**config.mk**
```make
export PLATFORM = sky130hd
export DESIGN_NAME = ctrl_fsm
export DESIGN_NICKNAME = d
export VERILOG_FILES = /design/src/rtl/ctrl_fsm.sv
export SDC_FILE = /design/constraint.sdc
export NUM_CORES = 1
export LEC_CHECK = 0
export ABC_CLOCK_PERIOD_IN_PS = 1950
export CORE_UTILIZATION = 36
export CTS_CLUSTER_SIZE = 10
export DETAILED_ROUTE_END_ITERATION = 8
export PLACE_DENSITY = 0.84
export SETUP_SLACK_MARGIN = 0.4
export SLEW_MARGIN = 15
export SYNTH_ARGS = -nofsm -noshare
export SYNTH_HDL_FRONTEND = slang
export SYNTH_SLANG_ARGS = --single-unit
```
**constraint.sdc**
```tcl
create_clock -name clk -period 1.95 [get_ports clk]
set_input_delay 0.39 -clock clk [delete_from_list [all_inputs] [get_ports clk]]
set_output_delay 0.39 -clock clk [all_outputs]
set_load 0.05 [all_outputs]
```
**src/rtl/ctrl_fsm.sv**
```systemverilog
// Multicycle RV32I control unit: streams boot words into memory after reset,
// then sequences fetch / IR load / decode / execute / writeback for the datapath.
module ctrl_fsm #(
  parameter int unsigned WIDTH      = 32,
  parameter int unsigned PROG_WORDS = 256,
  parameter bit          BOOT_EN    = 1'b1
) (
  input  logic             clk,
  input  logic             rst,
  input  logic [6:0]       opcode,
  input  logic             boot_valid,
  input  logic [WIDTH-1:0] boot_data,
  input  logic             boot_last,
  output logic             boot_ready,
  output logic             flash_en,
  output logic [WIDTH-1:0] flash_addr,
  output logic [WIDTH-1:0] flash_data,
  output logic             regfile_wren,
  output logic             ir_wren,
  output logic             pc_inc,
  output logic             mem_wren,
  output logic             ram_raddr_31_20,
  output logic [1:0]       regfile_sel_from_alu_mem_pcp4,
  output logic             jumping,
  output logic             retire,
  output logic             halted
);

  localparam int unsigned CNT_W = $clog2(PROG_WORDS) + 1;

  localparam logic [6:0] OPC_OP     = 7'b0110011;
  localparam logic [6:0] OPC_OP_IMM = 7'b0010011;
  localparam logic [6:0] OPC_LOAD   = 7'b0000011;
  localparam logic [6:0] OPC_STORE  = 7'b0100011;
  localparam logic [6:0] OPC_JAL    = 7'b1101111;
  localparam logic [6:0] OPC_JALR   = 7'b1100111;
  localparam logic [6:0] OPC_SYSTEM = 7'b1110011;

  localparam logic [1:0] SEL_ALU  = 2'd0;
  localparam logic [1:0] SEL_MEM  = 2'd1;
  localparam logic [1:0] SEL_PCP4 = 2'd2;

  typedef enum logic [3:0] {
    S_BOOT,
    S_BOOT_END,
    S_FETCH,
    S_LOAD_IR,
    S_DECODE,
    S_ALU_WB,
    S_LD_ADDR,
    S_LD_WB,
    S_ST,
    S_JUMP,
    S_HALT
  } state_t;

  state_t           r_state;
  state_t           w_next;
  logic [CNT_W-1:0] r_cnt;
  logic             r_retire;
  logic             w_accept;
  logic             w_known_op;
  logic             w_nop_retire;

  logic             w_boot_ready;
  logic             w_regfile_wren;
  logic             w_ir_wren;
  logic             w_pc_inc;
  logic             w_mem_wren;
  logic             w_ram_raddr_31_20;
  logic [1:0]       w_sel;
  logic             w_jumping;
  logic             w_retire;
  logic             w_halted;

  // Next-state logic; boot handshakes only count while the FSM sits in BOOT.
  always_comb begin
    w_next     = r_state;
    w_accept   = boot_valid && boot_ready && (r_state == S_BOOT);
    w_known_op = 1'b1;
    case (r_state)
      S_BOOT: begin
        if (w_accept && (boot_last || (r_cnt == CNT_W'(PROG_WORDS - 1))))
          w_next = S_BOOT_END;
      end
      S_BOOT_END: w_next = S_FETCH;
      S_FETCH:    w_next = S_LOAD_IR;
      S_LOAD_IR:  w_next = S_DECODE;
      S_DECODE: begin
        case (opcode)
          OPC_OP, OPC_OP_IMM: w_next = S_ALU_WB;
          OPC_LOAD:           w_next = S_LD_ADDR;
          OPC_STORE:          w_next = S_ST;
          OPC_JAL, OPC_JALR:  w_next = S_JUMP;
          OPC_SYSTEM:         w_next = S_HALT;
          default: begin
            w_next     = S_FETCH;
            w_known_op = 1'b0;
          end
        endcase
      end
      S_LD_ADDR: w_next = S_LD_WB;
      S_ALU_WB, S_LD_WB, S_ST, S_JUMP: w_next = S_FETCH;
      S_HALT:    w_next = S_HALT;
      default:   w_next = S_FETCH;
    endcase
  end

  // Output decode of the state being entered, so the registered outputs track r_state.
  always_comb begin
    w_boot_ready      = 1'b0;
    w_regfile_wren    = 1'b0;
    w_ir_wren         = 1'b0;
    w_pc_inc          = 1'b0;
    w_mem_wren        = 1'b0;
    w_ram_raddr_31_20 = 1'b0;
    w_sel             = SEL_ALU;
    w_jumping         = 1'b0;
    w_retire          = 1'b0;
    w_halted          = 1'b0;
    case (w_next)
      S_BOOT:    w_boot_ready = 1'b1;
      S_LOAD_IR: begin
        w_ir_wren = 1'b1;
        w_pc_inc  = 1'b1;
      end
      S_ALU_WB: begin
        w_regfile_wren = 1'b1;
        w_sel          = SEL_ALU;
        w_retire       = 1'b1;
      end
      S_LD_ADDR: w_ram_raddr_31_20 = 1'b1;
      S_LD_WB: begin
        w_ram_raddr_31_20 = 1'b1;
        w_regfile_wren    = 1'b1;
        w_sel             = SEL_MEM;
        w_retire          = 1'b1;
      end
      S_ST: begin
        w_ram_raddr_31_20 = 1'b1;
        w_mem_wren        = 1'b1;
        w_retire          = 1'b1;
      end
      S_JUMP: begin
        w_regfile_wren = 1'b1;
        w_sel          = SEL_PCP4;
        w_pc_inc       = 1'b1;
        w_jumping      = 1'b1;
        w_retire       = 1'b1;
      end
      S_HALT:  w_halted = 1'b1;
      default: w_boot_ready = 1'b0;
    endcase
  end

  always_ff @(posedge clk) begin
    if (rst) begin
      r_state                       <= BOOT_EN ? S_BOOT : S_FETCH;
      r_cnt                         <= '0;
      r_retire                      <= 1'b0;
      boot_ready                    <= 1'b0;
      flash_en                      <= 1'b0;
      flash_addr                    <= '0;
      flash_data                    <= '0;
      regfile_wren                  <= 1'b0;
      ir_wren                       <= 1'b0;
      pc_inc                        <= 1'b0;
      mem_wren                      <= 1'b0;
      ram_raddr_31_20               <= 1'b0;
      regfile_sel_from_alu_mem_pcp4 <= SEL_ALU;
      jumping                       <= 1'b0;
      halted                        <= 1'b0;
    end else begin
      r_state                       <= w_next;
      r_retire                      <= w_retire;
      boot_ready                    <= w_boot_ready;
      regfile_wren                  <= w_regfile_wren;
      ir_wren                       <= w_ir_wren;
      pc_inc                        <= w_pc_inc;
      mem_wren                      <= w_mem_wren;
      ram_raddr_31_20               <= w_ram_raddr_31_20;
      regfile_sel_from_alu_mem_pcp4 <= w_sel;
      jumping                       <= w_jumping;
      halted                        <= w_halted;
      flash_en                      <= w_accept;
      flash_data                    <= w_accept ? boot_data : '0;
      flash_addr                    <= w_accept ? WIDTH'({r_cnt, 2'b00}) : '0;
      if (w_accept)
        r_cnt <= r_cnt + CNT_W'(1);
    end
  end

  // Unknown opcodes retire in DECODE itself, which needs the live opcode.
  assign w_nop_retire = (r_state == S_DECODE) && !w_known_op && !rst;
  assign retire       = r_retire || w_nop_retire;

endmodule

```
==> impl_metrics.tcl <==
set metrics [dict create \
    outcome "finished with violations" \
    failed_checks "design-rule violations, negative setup slack" \
    drtPass1Iterations 7 \
    avgSynthCellArea_sq_um 10.1 \
    htree_levels 3 \
    antenna_found_initial 0 \
    synthCells 241 \
    rows 29 \
    ys_seq_area_share_pct 54.2 \
    start_util_pct 37.8 \
    die_w_um 84.3 \
    r2r_slack_ps -20 \
    ir_drop_uv 335 \
    crit-reg2reg-launch "r_state[3]" \
    cp_max_fo 4 \
    grt_max_degree 43 \
    nets 410 \
    final_cell_count_no_fill 446 \
    layout_min_cycle_time_ps 2130 \
    p_leak_uw 0.00182 \
    fin_crit_sh_pct 109 \
    setup_violations 4 \
    dp_cells 413 \
    root_buffer "clkbuf_8" \
    layout_commonest_cell "dfxtp_1" \
    clk_path_buf_depth 2 \
    drtIter0Drc 110 \
    ys_warn_count 0 \
    antennaDiodeCount 0 \
    ys_ff_latch 66 \
    cts_tree "built" \
    drcViolationCount 13 \
    insertion_delay_ps 340 \
    wirelength_um 7470 \
    synth_cell_type_count 43 \
    io_pins 119 \
    clk_pin_slew_worst_paths_ps 60 \
    numCtsBuffers 9 \
    hp-class "flip-flop to flip-flop" \
    powerDensity_nw_per_um2 798 \
    crit_required_ps 1560 \
    startpoint "opcode[3]" \
    place_congestion 0.880 \
    clock.fmax_mhz 470 \
    nFillCells 446 \
    setup_slack_ps -177 \
    grt_pass1_wl_um 10600 \
    report.final.slew_viol_count 0 \
    core_sq_um 6460 \
    cap_violations 0 \
    post_drt_wl_per_cell_um 16.8 \
    area_growth_pct 74.9 \
    clkSinkCount 66 \
    cp-end-kind "primary output" \
    die_y_um 84.3 \
    post_drt_via_cell_ratio 4.98 \
    overflow 0 \
    syn_area_sq_um 2440 \
    cp.arrival_ps 1740 \
    pre_cts_ws_ps -304 \
    hold_viol_final 0 \
    worstSetupPathType "input pin to primary output" \
    totalPowerFinal_uw 3400 \
    rsz0062_at_grt "yes" \
    numPortBuffers 95 \
    hold_depth 1 \
    drtAntennaViolNets 0 \
    dp_hpwl_um 3970 \
    worstSetupStartpointType "input pin" \
    reg2reg_depth 6 \
    grt_usage_pct 19.5 \
    cp-endpoint "retire" \
    grt_pass1_vias 2166 \
    cts_hold_buf 0 \
    layout_common_cells "dfxtp_1, and3_4, clkbuf_2" \
    reg2reg_to "regfile_wren" \
    fin_skew_ps 6.39 \
    die_area_sq_um 7110 \
    vias 2223 \
    drive_gt1_share_pct 53.7 \
]
logic make-up after synthesis:
| family | after synthesis | share of synthesized area [%] |
|---|---|---|
| compound gates | 21 | 6.88 |
| fa+ha+maj | 2 | 1.03 |
| flops | 66 | 54.2 |
| simple gates | 104 | 25.2 |
| buf+inv | 42 | 10.8 |
| xor+xnor | 5 | 1.80 |
| other cells | 1 | 0.154 |
cell usage after synthesis:
master	number	area share, %
dfxtp_1	66	54
and3_1	44	11
buf_4	24	7.4
nor2_1	16	2.5
clkbuf_1	10	1.5
nor3_1	10	2.1
nand2_1	9	1.4
a21oi_1	7	1.4
inv_1	6	0.92
nand4_1	3	0.77
nor3b_1	3	0.92
o21ai_0	3	0.62
xnor2_1	3	1.1
a211oi_1	2	0.62
buf_6	2	0.92
ha_1	2	1.0
nand2b_1	2	0.51
nand3_1	2	0.41
or3_1	2	0.51
xor2_1	2	0.72
a211oi_2	1	0.51
a21o_2	1	0.36
a41o_1	1	0.41
and2_4	1	0.36
conb_1	1	0.15
nand2b_4	1	0.56
nand4bb_1	1	0.46
nor2b_1	1	0.26
nor3_2	1	0.41
nor4b_1	1	0.36
o21bai_1	1	0.31
o22a_4	1	0.72
o22ai_1	1	0.26
o311a_1	1	0.41
o31ai_4	1	0.87
o41ai_1	1	0.36
or2_1	1	0.26
or2_4	1	0.36
or2b_1	1	0.31
or3_2	1	0.31
or3_4	1	0.46
or3b_2	1	0.36
or4b_1	1	0.41
cell type report:
cell class / count / area, sq um / area share, %
Multi-Input combinational cell: 155 / 1430 / 33.5
Sequential cell: 66 / 1340 / 31.3
Timing Repair Buffer: 127 / 1160 / 27.2
Clock buffer: 15 / 218 / 5.11
Tap cell: 77 / 96.3 / 2.26
Inverter: 6 / 22.5 / 0.528
power breakdown:
group | internal [uW] | switching (uW) | total, uW
registers | 1390 | 27.5 | 1420
clock network | 707 | 487 | 1190
logic | 325 | 466 | 791
metrics by stage:
step                      util, %  instance area [sq um]  hold slack, ps  TNS, ps
after floorplan                 -                   2580             444        0
after global placement       54.4                   3510             460    -1750
after detailed placement     54.4                   3510             467    -1970
after CTS                    63.0                   4070             476     -188
after global routing         66.0                   4260             534     -449
final                        66.0                   4260             518     -236
critical path, stage by stage:
cell and delay (ps):
clkdlybuf4s50_1 520, nand4bb_4 210, nor2_2 90, o41ai_4 340, buf_12 180
sequential cells by signal, indices dropped and copies added, names as in the netlist, 2 cells and up:
register and count:
flash_data 32, regfile_sel_from_alu_mem_pcp4 2, r_state 4, flash_addr 9
r_cnt 9
repair_timing:
action / CTS / global route
setup endpoints to repair: 73 / 104
gates resized for setup: 158 / 114
pin swaps: 7 / 19
setup buffers: 8 / 7
gates cloned: 2 / 1
routing by layer:
metal | vias up | wire (um) | GRT usage, % | share of wire (%)
li1 | 1033 | - | - | -
met1 | 1057 | 2900 | 20.7 | 39
met2 | 115 | 3840 | 35.1 | 51
met3 | 18 | 566 | 6.69 | 7.6
met4 | 0 | 165 | 8.46 | 2.2
met5 | - | 0 | 0 | 0
worst min-delay path by stage:
| stage | startpoint | end | slack [ps] |
|---|---|---|---|
| after floorplan | r_cnt[8] | flash_addr[10] | 440 |
| after global placement | r_cnt[8] | flash_addr[10] | 460 |
| after detailed placement | r_cnt[8] | flash_addr[10] | 470 |
| after CTS | r_cnt[1] | r_cnt[1] | 480 |
| after global routing | r_cnt[4] | flash_addr[6] | 530 |
| final | r_cnt[5] | flash_addr[7] | 520 |
No activity file was read; power rests on OpenSTA's default activity.
==> edit 1 (config.mk and constraints unchanged) <==
The parameter `WIDTH` goes from 32 to 48.
--- a/src/rtl/ctrl_fsm.sv
+++ b/src/rtl/ctrl_fsm.sv
@@ -2,5 +2,5 @@
 // then sequences fetch / IR load / decode / execute / writeback for the datapath.
 module ctrl_fsm #(
-  parameter int unsigned WIDTH      = 32,
+  parameter int unsigned WIDTH      = 48,
   parameter int unsigned PROG_WORDS = 256,
   parameter bit          BOOT_EN    = 1'b1
Ports: changed (resized boot_data, flash_addr and flash_data); port bits go from 119 to 167. No check against the original RTL was run, so the function may have changed too.
==> edit 1 against the unedited design <==
- final cell count is 24% higher
- power grew 8.4%
- largest power group unchanged
- sequential cell count rose by 16
- area after synthesis rose by 22%
- cell area grew 16%
- worst setup slack better by 0.30 ns
- die area up 21%
- register-to-register slack better by 0.23 ns
- clock power is 5% lower
- routed wire length increased by 2.0%
- sequential share of layout area increased by 2.4 points
- via count rose by 12%
==> edit 1: results (changes against the unedited design) <==
| Metric | Value |
|---|---|
| Critical path's slowest cell | dfxtp_4 |
| Xor/xnor cell area share of the yosys netlist | 2.65% (+0.85 points) |
| TritonRoute pass-1 iters | 4 (-3) |
| Layout cells sized above 1 | 38.8% (-15 points) |
| Detailed-route via count | 2481 (+12%) |
| Largest net degree at the start of global routing | 59 (+37%) |
| Post-CTS setup buffers | 15 (+7) |
| Clk pwr share | 30.6% (-4.5 points) |
| Worst path arrival time | 1.43 ns (-0.31 ns) |
| P_leak | 2.22 nW (+22%) |
| Post-DP Area | 0.00433 sq mm (+23%) |
| Reg2Reg Depth | 7 (+1) |
| Buffer share of cell area | 33.7% (+6.5 points) |
| Largest delay share family, worst path | flip-flops |
| Synth top cells by count | 82 x dfxtp_1, 64 x and3_1, 39 x buf_4 |
| First-pass GRT wire length | 11.4 mm (+7.5%) |
| Max IR drop VDD | 0.338 mV (+0.92%) |
| CTS clk-pin slew, worst paths | 0.09 ns (+0.03 ns) |
| Port Buf Inserts | 127 (+34%) |
| Total GRT Usage | 16.8% (-2.7 points) |
| FF-to-FF End | r_state[2] |
| Clkbuf count | 9 (-6) |
| Min-delay src | r_cnt[8] |
| Seq cells post-synth | 82 (+24%) |
| Synth area leaders | dfxtp_1 55%, and3_1 13%, buf_4 9.8%, nor2_1 2.1%, xor2_1 1.8% |
| Reg2Reg Setup Slack | 0.21 ns (+0.23 ns) |
| Distinct cells, synth | 46 (+7.0%) |
| Met3 Usage GRT | 2.46% (-4.2 points) |
| Run status | complete, no violations |
| Seq/Total Area, Yosys | 55.2% (+1.0 points) |
| Nets | 505 (+23%) |
| Max incr delay on CP | 0.37 ns (-0.15 ns) |
| Sw Ratio | 31.9% (+3.1 points) |
| Post-route cell area | 0.00493 sq mm (+16%) |
| Nonclk inv count | 3 (-3) |
| Detailed Place HPWL | 4.83 mm (+22%) |
| #MultiIn Comb | 181 (+17%) |
| Adder-cell area share of the yosys netlist | 0.841% (-0.18 points) |
| Setup WS pre-CTS | -0.190 ns (+0.114 ns) |
| Filler cells | 622 (+39%) |
| Combinational power | 0.808 mW (+2%) |
| Resized cells post-CTS | 241 (+53%) |
| Vias in the first global route | 2401 (+11%) |
| Worst-path fanout max | 3 (-1) |
| Register area | 0.00166 sq mm (+24%) |
| Drt total wl | 7.62 mm (+2.0%) |
edit 1: changes by cell type in the layout (fill, tap and decap cells not counted), moves of 5 or more:
cell             unedited run  this run
and3_4                     42         3
nor3_4                      5         0
buf_6                      15         5
clkdlybuf4s50_1            36        50
clkbuf_8                   14         9
and3_1                      2        61
buf_4                      13        31
dfxtp_1                    58        75
clkbuf_2                   39        10
clkdlybuf4s15_2            10        59
conb_1                     23        39
edit 1: cells by family after synthesis:
group	after synthesis
and+or+nand+nor	116
DFF	82
buffers and inverters	57
AOI/OAI and AO/OA	13
xor gates and xnor gates	9
adders and majority gates	2
muxes	2
other	1
edit 1: worst max path at each step:
stage,start,end,slack [ns],depth (start not counted)
global placement,opcode[2],retire,-0.14,6
finish,r_state[3],retire,0.13,4
global route,r_state[3],retire,0.06,4
floorplan,r_cnt[0],boot_ready,0.34,8
CTS,r_state[0],retire,0.16,3
detailed placement,opcode[1],retire,-0.19,6
==> edit 2 (config.mk and constraints unchanged) <==
Made on the original files. Take the reset off `flash_addr` and load it in a clocked block of its own.
--- a/src/rtl/ctrl_fsm.sv
+++ b/src/rtl/ctrl_fsm.sv
@@ -161,5 +161,4 @@
       boot_ready                    <= 1'b0;
       flash_en                      <= 1'b0;
-      flash_addr                    <= '0;
       flash_data                    <= '0;
       regfile_wren                  <= 1'b0;
@@ -185,5 +184,4 @@
       flash_en                      <= w_accept;
       flash_data                    <= w_accept ? boot_data : '0;
-      flash_addr                    <= w_accept ? WIDTH'({r_cnt, 2'b00}) : '0;
       if (w_accept)
         r_cnt <= r_cnt + CNT_W'(1);
@@ -191,4 +189,8 @@
   end
 
+  always_ff @(posedge clk) begin
+    flash_addr <= w_accept ? WIDTH'({r_cnt, 2'b00}) : '0;
+  end
+
   // Unknown opcodes retire in DECODE itself, which needs the live opcode.
   assign w_nop_retire = (r_state == S_DECODE) && !w_known_op && !rst;
Formal check against the unedited RTL: differs if rst is asserted again (counterexample within 4 cycles, from zero or initial values and one cycle with rst high); with rst held inactive, the same outputs for 10 cycles.
==> edit 2 against the unedited design <==
- the run ends with setup timing left
- cell area is 3.9% lower
- final cell count grew 2.5%
- sequential cell count did not move
- worst hold slack worse by 0.019 ns
- worst setup slack gained 0.10 ns
- utilization fell by 1.5 points
- routed wire length is 6.8% lower
- area after synthesis is 3.0% lower
Power is not compared: it rests on default switching activity, and its combinational part moved more than twofold at a synthesized area within 25%.
==> edit 2: results (changes against the unedited design) <==
| Metric | Value |
|---|---|
| Run status | complete, but fails checks |
| Failing checks | setup timing |
| Vias per inst | 4.81 (-3.5%) |
| Clk pwr share | 22.6% |
| DR iter-0 viols | 109 (-0.91%) |
| Clk. pwr | 0.966 mW |
| Setup TNS | -0.0921 ns (+0.144 ns) |
| CTS clk-pin slew, worst paths | 0.07 ns |
| CTS max path bufs | 2 (unchanged) |
| Detailed Place HPWL | 3.80 mm (-4.2%) |
| Largest net degree at the start of global routing | 34 (-21%) |
| Setup WS pre-CTS | -0.294 ns (+0.0105 ns) |
| Synth top cells by count | 66 x dfxtp_1, 32 x and2_1, 23 x buf_4 |
| Post-synthesis mux area share | 0% (unchanged) |
| P_leak | 1.77 nW |
| TritonRoute pass-1 iters | 4 (-3) |
| Vias in the first global route | 2044 (-5.6%) |
| Worst path arrival time | 1.63 ns (-0.11 ns) |
| Adder-cell area share of the yosys netlist | 1.06% (+0.032 points) |
| Dpl cells | 418 (+1.2%) |
| Complex-gate fraction of the synthesized area | 6.88% (about the same) |
| P_int | 2.71 mW |
| Synth area leaders | dfxtp_1 56%, and2_1 8.5%, buf_4 7.3%, nor2_1 3.0%, and3_1 2.6% |
| Layout cells sized above 1 | 46.7% (-7.0 points) |
| Total GRT Usage | 17.3% (-2.2 points) |
| Placer congestion estimate | 0.823 (-6.5%) |
| Post-DP Area | 0.00353 sq mm (+0.64%) |
| Clock Tree Root | clkbuf_8 |
| Synth warnings | 0 (unchanged) |
| Worst-path fanout max | 3 (-1) |
| Final Skew | 0.00837 ns (+0.00197 ns) |
| Drt total wl | 6.97 mm (-6.8%) |
| Xor/xnor cell area share of the yosys netlist | 2.22% (+0.43 points) |
| First-pass GRT wire length | 9.30 mm (-12%) |
| Slack of the critical path | -0.0750 ns (+0.102 ns) |
| Ys async rst share | 0% (unchanged) |
| Final setup fails | 2 (-2) |
| Top flop regs | flash_data x32, flash_addr x9, r_cnt x9 |
| Combinational share of power | 41.3% |
| Detailed-route via count | 2197 (-1.2%) |
| Synthesized area per cell | 10.2 sq um (+1.2%) |
| Initial antenna violation count | 1 (+1) |
| H-tree levels | 3 (unchanged) |
| Port Buf Inserts | 95 (unchanged) |
| Max IR drop VDD | 0.632 mV |
| Clock latency on the worst-skew pair | 0.34 ns (about the same) |
| TritonCTS Buffers | 9 (unchanged) |
| Seq/Total Area, Yosys | 55.9% (+1.7 points) |
| Distinct cells, synth | 39 (-9.3%) |
| Min-delay worst type | reg2reg |
==> edit 2: cell count changes after synthesis, moves of 3 or more <==
cell and change:
nand4_1 -3, and2_1 +32, nor2_1 +3, nand3_1 +3, nor3_1 -4, inv_1 -4, and3_1 -34
==> edit 2: path summary, 6_finish.rpt <==
check / cells after the start / slack (ns) / to / start
worst min-delay path: 2 / 0.50 / flash_addr[10] / r_cnt[8]
worst max register to register: 5 / -0.02 / regfile_wren / r_state[0]
worst min register to register: 2 / 0.50 / flash_addr[10] / r_cnt[8]
worst max-delay path: 4 / -0.07 / retire / r_state[0]
==> edit 2: what timing repair did <==
item,4_1_cts,5_1_grt
pin swaps,11,19
cloned,0,4
endpoints found under the setup margin,107,88
setup buffers,6,12
resized for setup,176,81
==> edit 2: cell type report <==
type,count,area [sq um]
inverters,2,7.51
well taps,77,96.3
clock inverters,5,30.0
flip-flops and latches,66,1340
repair buffers,141,1270
multi-input cells,154,1210
clock buffers,11,131
diodes,1,2.50
fillers,464,2250
==> edit 2: layer usage <==
metal | wire [um] | vias up | GRT usage, % | part of all wire (%)
met4 | 201 | 0 | 8.62 | 2.9
met2 | 3620 | 113 | 30.8 | 52
li1 | - | 1014 | - | -
met1 | 2640 | 1046 | 17.6 | 38
met3 | 506 | 24 | 6.46 | 7.3
met5 | 0 | - | 0 | 0
==> edit 2: critical path, stage by stage (launching register included) <==
cell and delay [ns]:
dfxtp_1 0.33, or4b_4 0.56, nor3_2 0.12, a21o_2 0.16, buf_12 0.13
==> edit 2: logic make-up after synthesis <==
group                    Yosys count
AO/OA/AOI/OAI                     22
XOR/XNOR                           6
adder cells (fa/ha/maj)            2
buffers and inverters             33
flip-flops                        66
other                              1
AND/OR/NAND/NOR                  101
